[config.mk]
export PLATFORM = sky130hd
export DESIGN_NAME = twoc_muldiv_unit_flat
export DESIGN_NICKNAME = d
export VERILOG_FILES = /design/src/rtl/calc_pkg.sv /design/src/rtl/twoc_muldiv_unit_if.sv /design/src/rtl/twoc_muldiv_unit_cond_negate.sv /design/src/rtl/twoc_muldiv_unit.sv /design/src/flat_wrapper.sv
export SDC_FILE = /design/constraint.sdc
export NUM_CORES = 1
export LEC_CHECK = 0
export BUFFER_PORTS_ARGS = -buffer_cell sky130_fd_sc_hd__clkbuf_2
export CORE_ASPECT_RATIO = 1.4
export CORE_MARGIN = 2
export CORE_UTILIZATION = 40
export DETAILED_ROUTE_END_ITERATION = 16
export GPL_TIMING_DRIVEN = 0
export PLACE_DENSITY = 0.64
export REMOVE_ABC_BUFFERS = 1
export SYNTH_ARGS = -nofsm -noshare
export SYNTH_HDL_FRONTEND = slang
export SYNTH_HIERARCHICAL = 1
export SYNTH_SLANG_ARGS = --single-unit
[constraint.sdc]
create_clock -name clk -period 5.1 [get_ports clk]
set_input_delay 1.02 -clock clk [delete_from_list [all_inputs] [get_ports clk]]
set_output_delay 1.02 -clock clk [all_outputs]
set_load 0.005 [all_outputs]
[src/rtl/calc_pkg.sv]
// rtl/calc_pkg.sv - shared opcodes, FSM states and width helper for the calculator integer unit
package calc_pkg;

  localparam logic OP_MUL = 1'b0;
  localparam logic OP_DIV = 1'b1;

  typedef enum logic [1:0] {IDLE, ITER, FIX, DONE} stateT;

  // Smallest width able to count 0..value-1; never below one bit.
  function automatic int clog2(input int value);
    int width;
    width = 1;
    while ((1 << width) < value) width++;
    return width;
  endfunction

endpackage

[src/rtl/twoc_muldiv_unit_if.sv]
// rtl/twoc_muldiv_unit_if.sv - start/result handshake bundle of the multiply/divide engine
interface twoc_muldiv_unit_if #(
  parameter int N = 8
);
  logic         startValid;
  logic         startReady;
  logic         opcode;
  logic [N-1:0] operandA;
  logic [N-1:0] operandB;
  logic         resultValid;
  logic         resultReady;
  logic [N-1:0] resultHi;
  logic [N-1:0] resultLo;
  logic         divByZero;
  logic         overflow;
  logic         busy;

  modport master (
    output startValid, opcode, operandA, operandB, resultReady,
    input  startReady, resultValid, resultHi, resultLo, divByZero, overflow, busy
  );

  modport slave (
    input  startValid, opcode, operandA, operandB, resultReady,
    output startReady, resultValid, resultHi, resultLo, divByZero, overflow, busy
  );
endinterface

[src/rtl/twoc_muldiv_unit_cond_negate.sv]
// rtl/twoc_muldiv_unit_cond_negate.sv - conditional two's-complement negation
module cond_negate #(
  parameter int W = 8
) (
  input  logic         neg,
  input  logic [W-1:0] in,
  output logic [W-1:0] out
);
  assign out = neg ? (~in + W'(1)) : in;
endmodule

[src/rtl/twoc_muldiv_unit.sv]
// rtl/twoc_muldiv_unit.sv - sequential signed shift-add multiply / restoring divide engine
module twoc_muldiv_unit
  import calc_pkg::*;
#(
  parameter int N = 8
) (
  input logic               clk,
  input logic               rst_n,
  twoc_muldiv_unit_if.slave bus
);
  localparam int CW = clog2(N);

  stateT          state, stateNext;
  logic           opReg, signA, signB, divZero;
  logic [N-1:0]   magA, magB, absA, absB;
  logic [2*N-1:0] acc, accNext, prodFixed;
  logic [CW-1:0]  cnt;
  logic [N-1:0]   hiReg, loReg, quoFixed, remFixed;
  logic           dzReg, ovReg;
  logic           accept, lastIter, zeroDiv;
  logic [N:0]     mulSum, trial;

  cond_negate #(.W(N))   uAbsA (.neg(bus.operandA[N-1]), .in(bus.operandA), .out(absA));
  cond_negate #(.W(N))   uAbsB (.neg(bus.operandB[N-1]), .in(bus.operandB), .out(absB));
  cond_negate #(.W(2*N)) uProd (.neg(signA ^ signB), .in(acc), .out(prodFixed));
  cond_negate #(.W(N))   uQuo  (.neg(signA ^ signB), .in(acc[N-1:0]), .out(quoFixed));
  cond_negate #(.W(N))   uRem  (.neg(signA), .in(acc[2*N-1:N]), .out(remFixed));

  assign accept   = (state == IDLE) && bus.startValid;
  assign zeroDiv  = (bus.opcode == OP_DIV) && (bus.operandB == '0);
  assign lastIter = (cnt == CW'(N - 1));

  // Multiply keeps {partial, multiplier} in acc; divide keeps {remainder, quotient}.
  always_comb begin
    mulSum = {1'b0, acc[2*N-1:N]} + (acc[0] ? {1'b0, magA} : '0);
    trial  = {1'b0, acc[2*N-2:N-1]} - {1'b0, magB};
    if (opReg == OP_MUL)
      accNext = {mulSum, acc[N-1:1]};
    else if (!trial[N])
      accNext = {trial[N-1:0], acc[N-2:0], 1'b1};
    else
      accNext = {acc[2*N-2:0], 1'b0};
  end

  always_comb begin
    stateNext = state;
    case (state)
      IDLE:    if (accept) stateNext = zeroDiv ? FIX : ITER;
      ITER:    if (lastIter) stateNext = FIX;
      FIX:     stateNext = DONE;
      DONE:    if (bus.resultReady) stateNext = IDLE;
      default: stateNext = IDLE;
    endcase
  end

  always_ff @(posedge clk or negedge rst_n) begin
    if (!rst_n) state <= IDLE;
    else        state <= stateNext;
  end

  always_ff @(posedge clk or negedge rst_n) begin
    if (!rst_n) begin
      opReg   <= OP_MUL;
      signA   <= 1'b0;
      signB   <= 1'b0;
      divZero <= 1'b0;
      magA    <= '0;
      magB    <= '0;
      acc     <= '0;
      cnt     <= '0;
      hiReg   <= '0;
      loReg   <= '0;
      dzReg   <= 1'b0;
      ovReg   <= 1'b0;
    end else begin
      case (state)
        IDLE: if (accept) begin
          opReg   <= bus.opcode;
          signA   <= bus.operandA[N-1];
          signB   <= bus.operandB[N-1];
          magA    <= absA;
          magB    <= absB;
          cnt     <= '0;
          divZero <= zeroDiv;
          // A zero divisor parks |A| in the remainder half so the remainder fix restores A.
          if (bus.opcode == OP_MUL) acc <= {{N{1'b0}}, absB};
          else if (zeroDiv)         acc <= {absA, {N{1'b0}}};
          else                      acc <= {{N{1'b0}}, absA};
        end
        ITER: begin
          acc <= accNext;
          cnt <= cnt + CW'(1);
        end
        FIX: begin
          if (opReg == OP_MUL) begin
            hiReg <= prodFixed[2*N-1:N];
            loReg <= prodFixed[N-1:0];
            dzReg <= 1'b0;
            ovReg <= 1'b0;
          end else if (divZero) begin
            hiReg <= remFixed;
            loReg <= '1;
            dzReg <= 1'b1;
            ovReg <= 1'b0;
          end else begin
            hiReg <= remFixed;
            loReg <= quoFixed;
            dzReg <= 1'b0;
            // Only -2^(N-1) / -1 yields a positive quotient magnitude of 2^(N-1).
            ovReg <= acc[N-1] & ~(signA ^ signB);
          end
        end
        default: ;
      endcase
    end
  end

  assign bus.startReady  = (state == IDLE);
  assign bus.busy        = (state != IDLE);
  assign bus.resultValid = (state == DONE);
  assign bus.resultHi    = hiReg;
  assign bus.resultLo    = loReg;
  assign bus.divByZero   = dzReg;
  assign bus.overflow    = ovReg;
endmodule

[src/flat_wrapper.sv]
// flat-port wrapper written by rule: the top's interface ports become plain ports
module twoc_muldiv_unit_flat import calc_pkg::*;
#(
  parameter int N = 8
)
  (clk, rst_n, bus_startValid, bus_opcode, bus_operandA, bus_operandB, bus_resultReady, bus_startReady, bus_resultValid, bus_resultHi, bus_resultLo, bus_divByZero, bus_overflow, bus_busy);
  twoc_muldiv_unit_if #(.N(N)) bus_i ();
  input logic clk;
  input logic rst_n;
  input wire logic [$bits(bus_i.startValid)-1:0] bus_startValid;
  input wire logic [$bits(bus_i.opcode)-1:0] bus_opcode;
  input wire logic [$bits(bus_i.operandA)-1:0] bus_operandA;
  input wire logic [$bits(bus_i.operandB)-1:0] bus_operandB;
  input wire logic [$bits(bus_i.resultReady)-1:0] bus_resultReady;
  output wire logic [$bits(bus_i.startReady)-1:0] bus_startReady;
  output wire logic [$bits(bus_i.resultValid)-1:0] bus_resultValid;
  output wire logic [$bits(bus_i.resultHi)-1:0] bus_resultHi;
  output wire logic [$bits(bus_i.resultLo)-1:0] bus_resultLo;
  output wire logic [$bits(bus_i.divByZero)-1:0] bus_divByZero;
  output wire logic [$bits(bus_i.overflow)-1:0] bus_overflow;
  output wire logic [$bits(bus_i.busy)-1:0] bus_busy;
  assign bus_i.startValid = bus_startValid;
  assign bus_i.opcode = bus_opcode;
  assign bus_i.operandA = bus_operandA;
  assign bus_i.operandB = bus_operandB;
  assign bus_i.resultReady = bus_resultReady;
  assign bus_startReady = bus_i.startReady;
  assign bus_resultValid = bus_i.resultValid;
  assign bus_resultHi = bus_i.resultHi;
  assign bus_resultLo = bus_i.resultLo;
  assign bus_divByZero = bus_i.divByZero;
  assign bus_overflow = bus_i.overflow;
  assign bus_busy = bus_i.busy;
  twoc_muldiv_unit #(.N(N)) u_core (.clk(clk), .rst_n(rst_n), .bus(bus_i));
endmodule
==> results of run 1 <==
cell type report:
| type | count | area [um2] | share of cell area (%) |
|---|---|---|---|
| well taps | 144 | 180 | 3.39 |
| clock inverters | 5 | 75.1 | 1.41 |
| inverters | 40 | 150 | 2.82 |
| multi-input cells | 390 | 2980 | 55.9 |
| clock buffers | 11 | 253 | 4.75 |
| flip-flops and latches | 59 | 1480 | 27.8 |
| repair buffers | 41 | 208 | 3.90 |
routing by layer:
metal  GRT usage (%)  routed length, um
met2            33.7               6310
met5               0                  0
met3            3.42                355
met1            22.7               4730
met4            9.29                301
sequential cells by signal (all words and copies together), names as in the netlist:
register              count
u_core/magA               8
u_core/acc               16
u_core/signA              1
u_core/bus.divByZero      1
u_core/bus.resultLo       8
u_core/bus.resultHi       8
u_core/cnt                3
u_core/state              2
u_core/magB               8
u_core/opReg              1
u_core/signB              1
u_core/bus.overflow       1
u_core/divZero            1
critical path, stage by stage:
cell and delay [ns]:
sky130_fd_sc_hd__clkbuf_2 0.13, sky130_fd_sc_hd__nand2_1 0.76, sky130_fd_sc_hd__nand2_1 0.65, sky130_fd_sc_hd__nand2_1 0.45, sky130_fd_sc_hd__nor2_1 0.07, sky130_fd_sc_hd__a221oi_1 0.46, sky130_fd_sc_hd__o21ai_1 0.13
cell families (layout without fill, tap and decap cells):
group / count (synthesis) / in the layout / synth area share (%)
muxes: 40 / 40 / 8.96
buffers and inverters: 67 / 97 / 5.88
DFF: 59 / 59 / 31.3
AOI/OAI and AO/OA: 145 / 145 / 22.6
and+or+nand+nor: 133 / 133 / 15.3
xor gates and xnor gates: 43 / 43 / 7.98
adders and majority gates: 29 / 29 / 8.00
per-stage QoR:
| stage | worst slack, ns | power [mW] | hold WS, ns | instances |
|---|---|---|---|---|
| floorplan | 2.43 | 2.66 | 0.439 | 489 |
| global placement | 1.35 | 3.13 | 0.457 | 674 |
| detailed placement | 1.32 | 3.21 | 0.457 | 674 |
| CTS | 1.67 | 3.91 | 0.470 | 690 |
| global route | 1.43 | 4.24 | 0.497 | 690 |
| finish | 1.61 | 3.89 | 0.472 | 690 |
power groups by stage:
stage	Combinational (mW)	Clock (mW)	Sequential, mW
final	2.20	0.666	1.03
after global routing	2.46	0.705	1.07
after CTS	2.20	0.681	1.03
after detailed placement	2.17	0	1.03
after global placement	2.12	0	1.02
after floorplan	1.72	0	0.934
cells in the final DEF, fill, tap and decap left out, types with 8 or more instances in the layout:
| cell type | n |
|---|---|
| sky130_fd_sc_hd__a211oi_1 | 9 |
| sky130_fd_sc_hd__mux2i_1 | 22 |
| sky130_fd_sc_hd__nand2_1 | 37 |
| sky130_fd_sc_hd__nor2_1 | 24 |
| sky130_fd_sc_hd__xnor2_1 | 35 |
| sky130_fd_sc_hd__and2_1 | 11 |
| sky130_fd_sc_hd__or3_4 | 9 |
| sky130_fd_sc_hd__nand3_1 | 8 |
| sky130_fd_sc_hd__nor2b_1 | 11 |
| sky130_fd_sc_hd__nand2b_1 | 13 |
| sky130_fd_sc_hd__inv_1 | 40 |
| sky130_fd_sc_hd__o21ai_0 | 37 |
| sky130_fd_sc_hd__mux2_2 | 18 |
| sky130_fd_sc_hd__clkbuf_2 | 40 |
| sky130_fd_sc_hd__a21oi_1 | 20 |
| sky130_fd_sc_hd__dfrtp_1 | 58 |
| sky130_fd_sc_hd__ha_1 | 27 |
| sky130_fd_sc_hd__o221ai_1 | 11 |
| sky130_fd_sc_hd__clkbuf_16 | 9 |
how the worst max path moves through the flow:
stage                          from             end  slack, ns  depth (start not counted)
floorplan            bus_startValid  u_core/acc[13]       2.43                          6
global placement     bus_startValid  u_core/acc[13]       1.35                          7
detailed placement   bus_startValid  u_core/acc[13]       1.32                          7
CTS                  bus_startValid  u_core/acc[13]       1.67                          7
global route        u_core/state[0]  u_core/acc[13]       1.43                          8
finish               bus_startValid  u_core/acc[13]       1.61                          7
==> impl_metrics.xml, run 1 <==
<?xml version="1.0" encoding="UTF-8"?>
<metrics>
  <group name="worst_setup_path">
    <metric name="rr_worst_depth" unit="">8</metric>
    <metric name="start_kind" unit="">primary input</metric>
    <metric name="timing.rr.start" unit="">u_core/state[0]</metric>
    <metric name="worst_r2r_endpoint" unit="">u_core/acc[13]</metric>
    <metric name="critPathMaxFanout" unit="">25</metric>
    <metric name="end_kind" unit="">flip-flop</metric>
    <metric name="critPathKind" unit="">primary input to flip-flop</metric>
    <metric name="required_time_of_the_critical_path" unit="ns">5.29</metric>
    <metric name="rrSetupSlack" unit="ns">1.62</metric>
    <metric name="critical_path_arrival" unit="ns">3.68</metric>
  </group>
  <group name="power">
    <metric name="comb_power_share" unit="%">56.5</metric>
    <metric name="power_spent_charging_and_discharging_nets" unit="mW">1.72</metric>
    <metric name="power.clock.fraction" unit="%">17.1</metric>
    <metric name="power.ir.vdd_worst" unit="mV">0.231</metric>
    <metric name="power.sequential.fraction" unit="%">26.4</metric>
    <metric name="power_density" unit="nW/um2">732</metric>
    <metric name="cellInternalPower" unit="mW">2.18</metric>
    <metric name="leakagePower" unit="nW">2.34</metric>
    <metric name="switching_share" unit="%">44.2</metric>
  </group>
  <group name="global_routing">
    <metric name="global_route.usage.total" unit="%">19.5</metric>
    <metric name="largest_net_degree_at_the_start_of_global_routing" unit="">60</metric>
    <metric name="grt_antenna_before_repair" unit="">0</metric>
    <metric name="global_route_wire_length_before_repair" unit="um">19200</metric>
    <metric name="globalRouteOverflowTotal" unit="">0</metric>
    <metric name="grt_pass1_vias" unit="">3897</metric>
  </group>
  <group name="floorplan">
    <metric name="initial_utilization" unit="%">41.4</metric>
    <metric name="die_width" unit="um">95.8</metric>
    <metric name="placement_rows" unit="">46</metric>
    <metric name="core-area" unit="um2">11400</metric>
    <metric name="dieArea" unit="um2">12700</metric>
    <metric name="top_level_ports" unit="">42</metric>
    <metric name="die-height" unit="um">133</metric>
  </group>
  <group name="detailed_routing">
    <metric name="finalWirelength" unit="um">11700</metric>
    <metric name="route.vias.total" unit="">3920</metric>
    <metric name="first_drt_pass_iteration_count" unit="">5</metric>
    <metric name="avgViaCountPerCell" unit="">5.68</metric>
    <metric name="drtAntennaViolNets" unit="">0</metric>
    <metric name="drcViolationCount" unit="">0</metric>
    <metric name="drt-wirelength-per-cell" unit="um">16.9</metric>
    <metric name="initialDrtViolationCount" unit="">215</metric>
  </group>
  <group name="timing">
    <metric name="setup_viol" unit="">0</metric>
    <metric name="max_slew_margin" unit="%">23.8</metric>
    <metric name="finalHoldViolations" unit="">0</metric>
    <metric name="worst-slew-pin-transition" unit="ns">1.14</metric>
    <metric name="final.setup_skew" unit="ns">0.00921</metric>
    <metric name="max_freq" unit="GHz">0.287</metric>
    <metric name="final.period_utilization" unit="%">68.4</metric>
    <metric name="period_needed" unit="ns">3.49</metric>
    <metric name="tns" unit="ns">0</metric>
    <metric name="rsz0062_at_grt" unit="">false</metric>
    <metric name="drv_slew" unit="">0</metric>
  </group>
  <group name="cells_and_area">
    <metric name="syn_to_final_growth" unit="%">12.6</metric>
    <metric name="fillerInstances" unit="">1098</metric>
    <metric name="drive_above_1_share" unit="%">18.3</metric>
    <metric name="number_of_diodes_added_for_antenna_fixing" unit="">0</metric>
    <metric name="final_util" unit="%">46.7</metric>
    <metric name="final_net_count" unit="">591</metric>
    <metric name="design_area" unit="um2">5320</metric>
  </group>
  <group name="min_path">
    <metric name="whs_endpoint" unit="">u_core/magA[6]</metric>
    <metric name="holdCritStartpoint" unit="">u_core/magA[6]</metric>
    <metric name="hold_depth" unit="">2</metric>
    <metric name="holdCritPathClass" unit="">flip-flop to flip-flop</metric>
  </group>
  <group name="yosys">
    <metric name="distinct_cell_type_count_of_the_synthesized_netlist" unit="">55</metric>
    <metric name="asyncSetResetFlopFracSynth" unit="%">100</metric>
    <metric name="netlist_top_cells_area" unit="">sky130_fd_sc_hd__dfrtp_1, sky130_fd_sc_hd__ha_1, sky130_fd_sc_hd__xnor2_1</metric>
    <metric name="synth_most_common_cell" unit="">sky130_fd_sc_hd__dfrtp_1</metric>
    <metric name="synth-seq-cells" unit="">59</metric>
    <metric name="synthDominantAreaCellType" unit="">sky130_fd_sc_hd__dfrtp_1</metric>
    <metric name="synth_area_per_cell" unit="um2">9.15</metric>
    <metric name="synth_commonest_cells" unit="">sky130_fd_sc_hd__dfrtp_1, sky130_fd_sc_hd__inv_1, sky130_fd_sc_hd__nand2_1, sky130_fd_sc_hd__o21ai_0, sky130_fd_sc_hd__xnor2_1</metric>
    <metric name="synthesis.area" unit="um2">4720</metric>
    <metric name="synth_enable_flop_cells" unit="">0</metric>
    <metric name="register_area_share_after_synthesis" unit="%">31.3</metric>
    <metric name="yosys_warnings" unit="">6</metric>
    <metric name="synth-main-ff-cell" unit="">sky130_fd_sc_hd__dfrtp_1</metric>
    <metric name="cell_count_after_synthesis" unit="">516</metric>
    <metric name="synth.top_cell.area_share" unit="%">31.3</metric>
  </group>
  <group name="cts">
    <metric name="cts-hold-fix-buffers" unit="">0</metric>
    <metric name="clock_sinks" unit="">59</metric>
    <metric name="clock_latency_on_the_worst_skew_pair" unit="ns">0.34</metric>
    <metric name="post_cts_setup_repair_buffer_count" unit="">0</metric>
    <metric name="clk_pin_slew_worst_paths" unit="ns">0.05</metric>
    <metric name="clock_tree.root_cell" unit="">sky130_fd_sc_hd__clkbuf_16</metric>
    <metric name="htreeDepth" unit="">3</metric>
    <metric name="cts_inserted_buffers" unit="">9</metric>
    <metric name="cts_buffer_depth" unit="">2</metric>
    <metric name="tritoncts" unit="">yes</metric>
    <metric name="cts-resized-gates" unit="">0</metric>
  </group>
  <group name="placed_design">
    <metric name="dp_hpwl" unit="um">8420</metric>
    <metric name="gp_routability_congestion" unit="">0.873</metric>
    <metric name="port_buffers" unit="">41</metric>
    <metric name="placedInstanceArea" unit="um2">4990</metric>
  </group>
  <group name="run">
    <metric name="maxCapViolations" unit="">0</metric>
  </group>
  <group name="run_status">
    <metric name="run_status" unit="">complete, no violations</metric>
  </group>
</metrics>
(Power assumes the default switching activity.)
==> inputs of run 2 (changes only) <==
--- a/config.mk
+++ b/config.mk
@@ -11,7 +11,7 @@
 export CORE_UTILIZATION = 40
 export DETAILED_ROUTE_END_ITERATION = 16
 export GPL_TIMING_DRIVEN = 0
-export PLACE_DENSITY = 0.64
+export PLACE_DENSITY = 0.66
 export REMOVE_ABC_BUFFERS = 1
 export SYNTH_ARGS = -nofsm -noshare
 export SYNTH_HDL_FRONTEND = slang
==> constraint.sdc (replaced) <==
create_clock -name clk -period 3.1 [get_ports clk]
set_input_delay 0.62 -clock clk [delete_from_list [all_inputs] [get_ports clk]]
set_output_delay 0.62 -clock clk [all_outputs]
set_load 0.005 [all_outputs]
==> impl_metrics.xml, run 2 (synthesis results as in run 1) <==
<?xml version="1.0" encoding="UTF-8"?>
<metrics>
  <group name="run_status">
    <metric name="run_status" unit="">complete, no violations</metric>
  </group>
  <group name="cts">
    <metric name="cts_inserted_buffers" unit="">9</metric>
    <metric name="htreeDepth" unit="">3</metric>
    <metric name="clock_sinks" unit="">59</metric>
    <metric name="clock_latency_on_the_worst_skew_pair" unit="ns">0.34</metric>
    <metric name="clock_tree.root_cell" unit="">sky130_fd_sc_hd__clkbuf_16</metric>
    <metric name="tritoncts" unit="">yes</metric>
    <metric name="cts_buffer_depth" unit="">2</metric>
    <metric name="clk_pin_slew_worst_paths" unit="ns">0.05</metric>
    <metric name="post_cts_setup_repair_buffer_count" unit="">0</metric>
  </group>
  <group name="timing">
    <metric name="final.period_utilization" unit="%">90.3</metric>
    <metric name="tns" unit="ns">0</metric>
    <metric name="setup_viol" unit="">0</metric>
    <metric name="max_freq" unit="GHz">0.357</metric>
    <metric name="drv_slew" unit="">0</metric>
    <metric name="worst-slew-pin-transition" unit="ns">1.12</metric>
    <metric name="fin_ws" unit="ns">0.302</metric>
    <metric name="max_slew_margin" unit="%">25.3</metric>
    <metric name="period_needed" unit="ns">2.80</metric>
    <metric name="hold_ws" unit="ns">0.398</metric>
    <metric name="rsz0062_at_grt" unit="">false</metric>
    <metric name="finalHoldViolations" unit="">0</metric>
    <metric name="final.setup_skew" unit="ns">0.00466</metric>
  </group>
  <group name="cells_and_area">
    <metric name="syn_to_final_growth" unit="%">12.8</metric>
    <metric name="final_cell_mix" unit="">sky130_fd_sc_hd__dfrtp_1, sky130_fd_sc_hd__clkbuf_2, sky130_fd_sc_hd__inv_1</metric>
    <metric name="design_area" unit="um2">5330</metric>
    <metric name="fillerInstances" unit="">1120</metric>
    <metric name="finalNonFillerCells" unit="">690</metric>
    <metric name="mostFrequentLayoutCell" unit="">sky130_fd_sc_hd__dfrtp_1</metric>
    <metric name="number_of_diodes_added_for_antenna_fixing" unit="">0</metric>
    <metric name="drive_above_1_share" unit="%">18.9</metric>
    <metric name="largest_register_by_flop_count" unit="">u_core/acc</metric>
    <metric name="final_util" unit="%">46.8</metric>
    <metric name="max_reg_flops" unit="">16</metric>
    <metric name="final_net_count" unit="">591</metric>
  </group>
  <group name="worst_setup_path">
    <metric name="rr_worst_depth" unit="">9</metric>
    <metric name="start_kind" unit="">flip-flop</metric>
    <metric name="end_kind" unit="">flip-flop</metric>
    <metric name="required_time_of_the_critical_path" unit="ns">3.34</metric>
    <metric name="critPathKind" unit="">flip-flop to flip-flop</metric>
    <metric name="critPathMaxFanout" unit="">11</metric>
    <metric name="critical_path_arrival" unit="ns">3.04</metric>
  </group>
  <group name="detailed_routing">
    <metric name="drtAntennaViolNets" unit="">0</metric>
    <metric name="initialDrtViolationCount" unit="">248</metric>
    <metric name="first_drt_pass_iteration_count" unit="">4</metric>
    <metric name="avgViaCountPerCell" unit="">5.62</metric>
    <metric name="drt-wirelength-per-cell" unit="um">16.7</metric>
    <metric name="route.vias.total" unit="">3879</metric>
    <metric name="drcViolationCount" unit="">0</metric>
    <metric name="finalWirelength" unit="um">11600</metric>
  </group>
  <group name="placed_design">
    <metric name="placedInstanceArea" unit="um2">4990</metric>
    <metric name="port_buffers" unit="">41</metric>
    <metric name="numPlacedInstances" unit="">674</metric>
    <metric name="dp_worst_setup_slack" unit="ns">-0.164</metric>
    <metric name="dp_hpwl" unit="um">8390</metric>
    <metric name="gp_routability_congestion" unit="">0.890</metric>
  </group>
  <group name="global_routing">
    <metric name="globalRouteOverflowTotal" unit="">0</metric>
    <metric name="largest_net_degree_at_the_start_of_global_routing" unit="">60</metric>
    <metric name="met2_usage" unit="%">31.9</metric>
    <metric name="gr-max-usage-layer" unit="">met2</metric>
    <metric name="grt_pass1_vias" unit="">3780</metric>
    <metric name="grt_antenna_before_repair" unit="">0</metric>
    <metric name="global_route.usage.total" unit="%">19.4</metric>
    <metric name="gr-usage-met3" unit="%">2.56</metric>
    <metric name="global_route_wire_length_before_repair" unit="um">18900</metric>
    <metric name="gr-usage-met1" unit="%">23.8</metric>
  </group>
  <group name="power">
    <metric name="report.power.total" unit="mW">6.41</metric>
    <metric name="leakagePower" unit="nW">2.34</metric>
    <metric name="power.ir.vdd_worst" unit="mV">0.331</metric>
    <metric name="power_density" unit="nW/um2">1200</metric>
  </group>
  <group name="floorplan">
    <metric name="top_level_ports" unit="">42</metric>
    <metric name="placement_rows" unit="">46</metric>
    <metric name="core-area" unit="um2">11400</metric>
    <metric name="initial_utilization" unit="%">41.4</metric>
    <metric name="die_width" unit="um">95.8</metric>
    <metric name="dieArea" unit="um2">12700</metric>
    <metric name="die-height" unit="um">133</metric>
  </group>
  <group name="min_path">
    <metric name="holdCritPathClass" unit="">primary input to asynchronous set/reset pin</metric>
  </group>
  <group name="run">
    <metric name="maxCapViolations" unit="">0</metric>
  </group>
</metrics>
==> run 2: cell counts in the layout (fill, tap and decap cells not counted) <==
Identical to the previous run, type by type.
==> run 2: path summary, 6_finish.rpt <==
kind | from | end | slack [ns]
worst max-delay path | u_core/acc[7] | u_core/acc[15] | 0.30
worst min-delay path | rst_n | u_core/magB[3] | 0.40
worst max register to register | u_core/acc[7] | u_core/acc[15] | 0.30
worst min register to register | u_core/magA[6] | u_core/magA[6] | 0.48
max in group asynchronous | rst_n | u_core/opReg | 2.06
min in group clk | u_core/magA[6] | u_core/magA[6] | 0.48
==> run 2: area by class of cell <==
class	instances	area [um2]	area share (%)
multi-input cells	390	2980	56.0
flip-flops and latches	59	1480	27.7
clock buffers	11	253	4.74
repair buffers	41	208	3.90
well taps	144	180	3.38
inverters	40	150	2.82
clock inverters	5	75.1	1.41
==> run 2: timing repair <==
action / CTS / global route
hold buffers: 0 / 0
gates resized for setup: 2 / 1
setup endpoints to repair: 2 / 2
==> run 2: routing by layer <==
layer	routed length, um	vias to the layer above
li1	-	1912
met1	4890	1867
met2	5910	85
met3	469	15
met4	285	0
met5	0	-
==> run 2: worst max-delay path, stage by stage, from the launching register on <==
cell	delay [ns]
sky130_fd_sc_hd__dfrtp_1	0.51
sky130_fd_sc_hd__inv_1	0.15
sky130_fd_sc_hd__ha_1	0.28
sky130_fd_sc_hd__fa_1	0.26
sky130_fd_sc_hd__nor2b_1	0.07
sky130_fd_sc_hd__o31a_1	0.29
sky130_fd_sc_hd__o21bai_2	0.53
sky130_fd_sc_hd__nor2_1	0.10
sky130_fd_sc_hd__mux2_2	0.29
sky130_fd_sc_hd__o31ai_2	0.21
==> run 2: power breakdown <==
group / total, mW / internal, mW / switching (mW) / leakage (nW)
clock: 1.10 / 0.742 / 0.354 / 0.165
sequential: 1.69 / 1.13 / 0.556 / 0.718
combinational: 3.62 / 1.71 / 1.92 / 1.45
total: 6.41 / 3.58 / 2.83 / 2.34
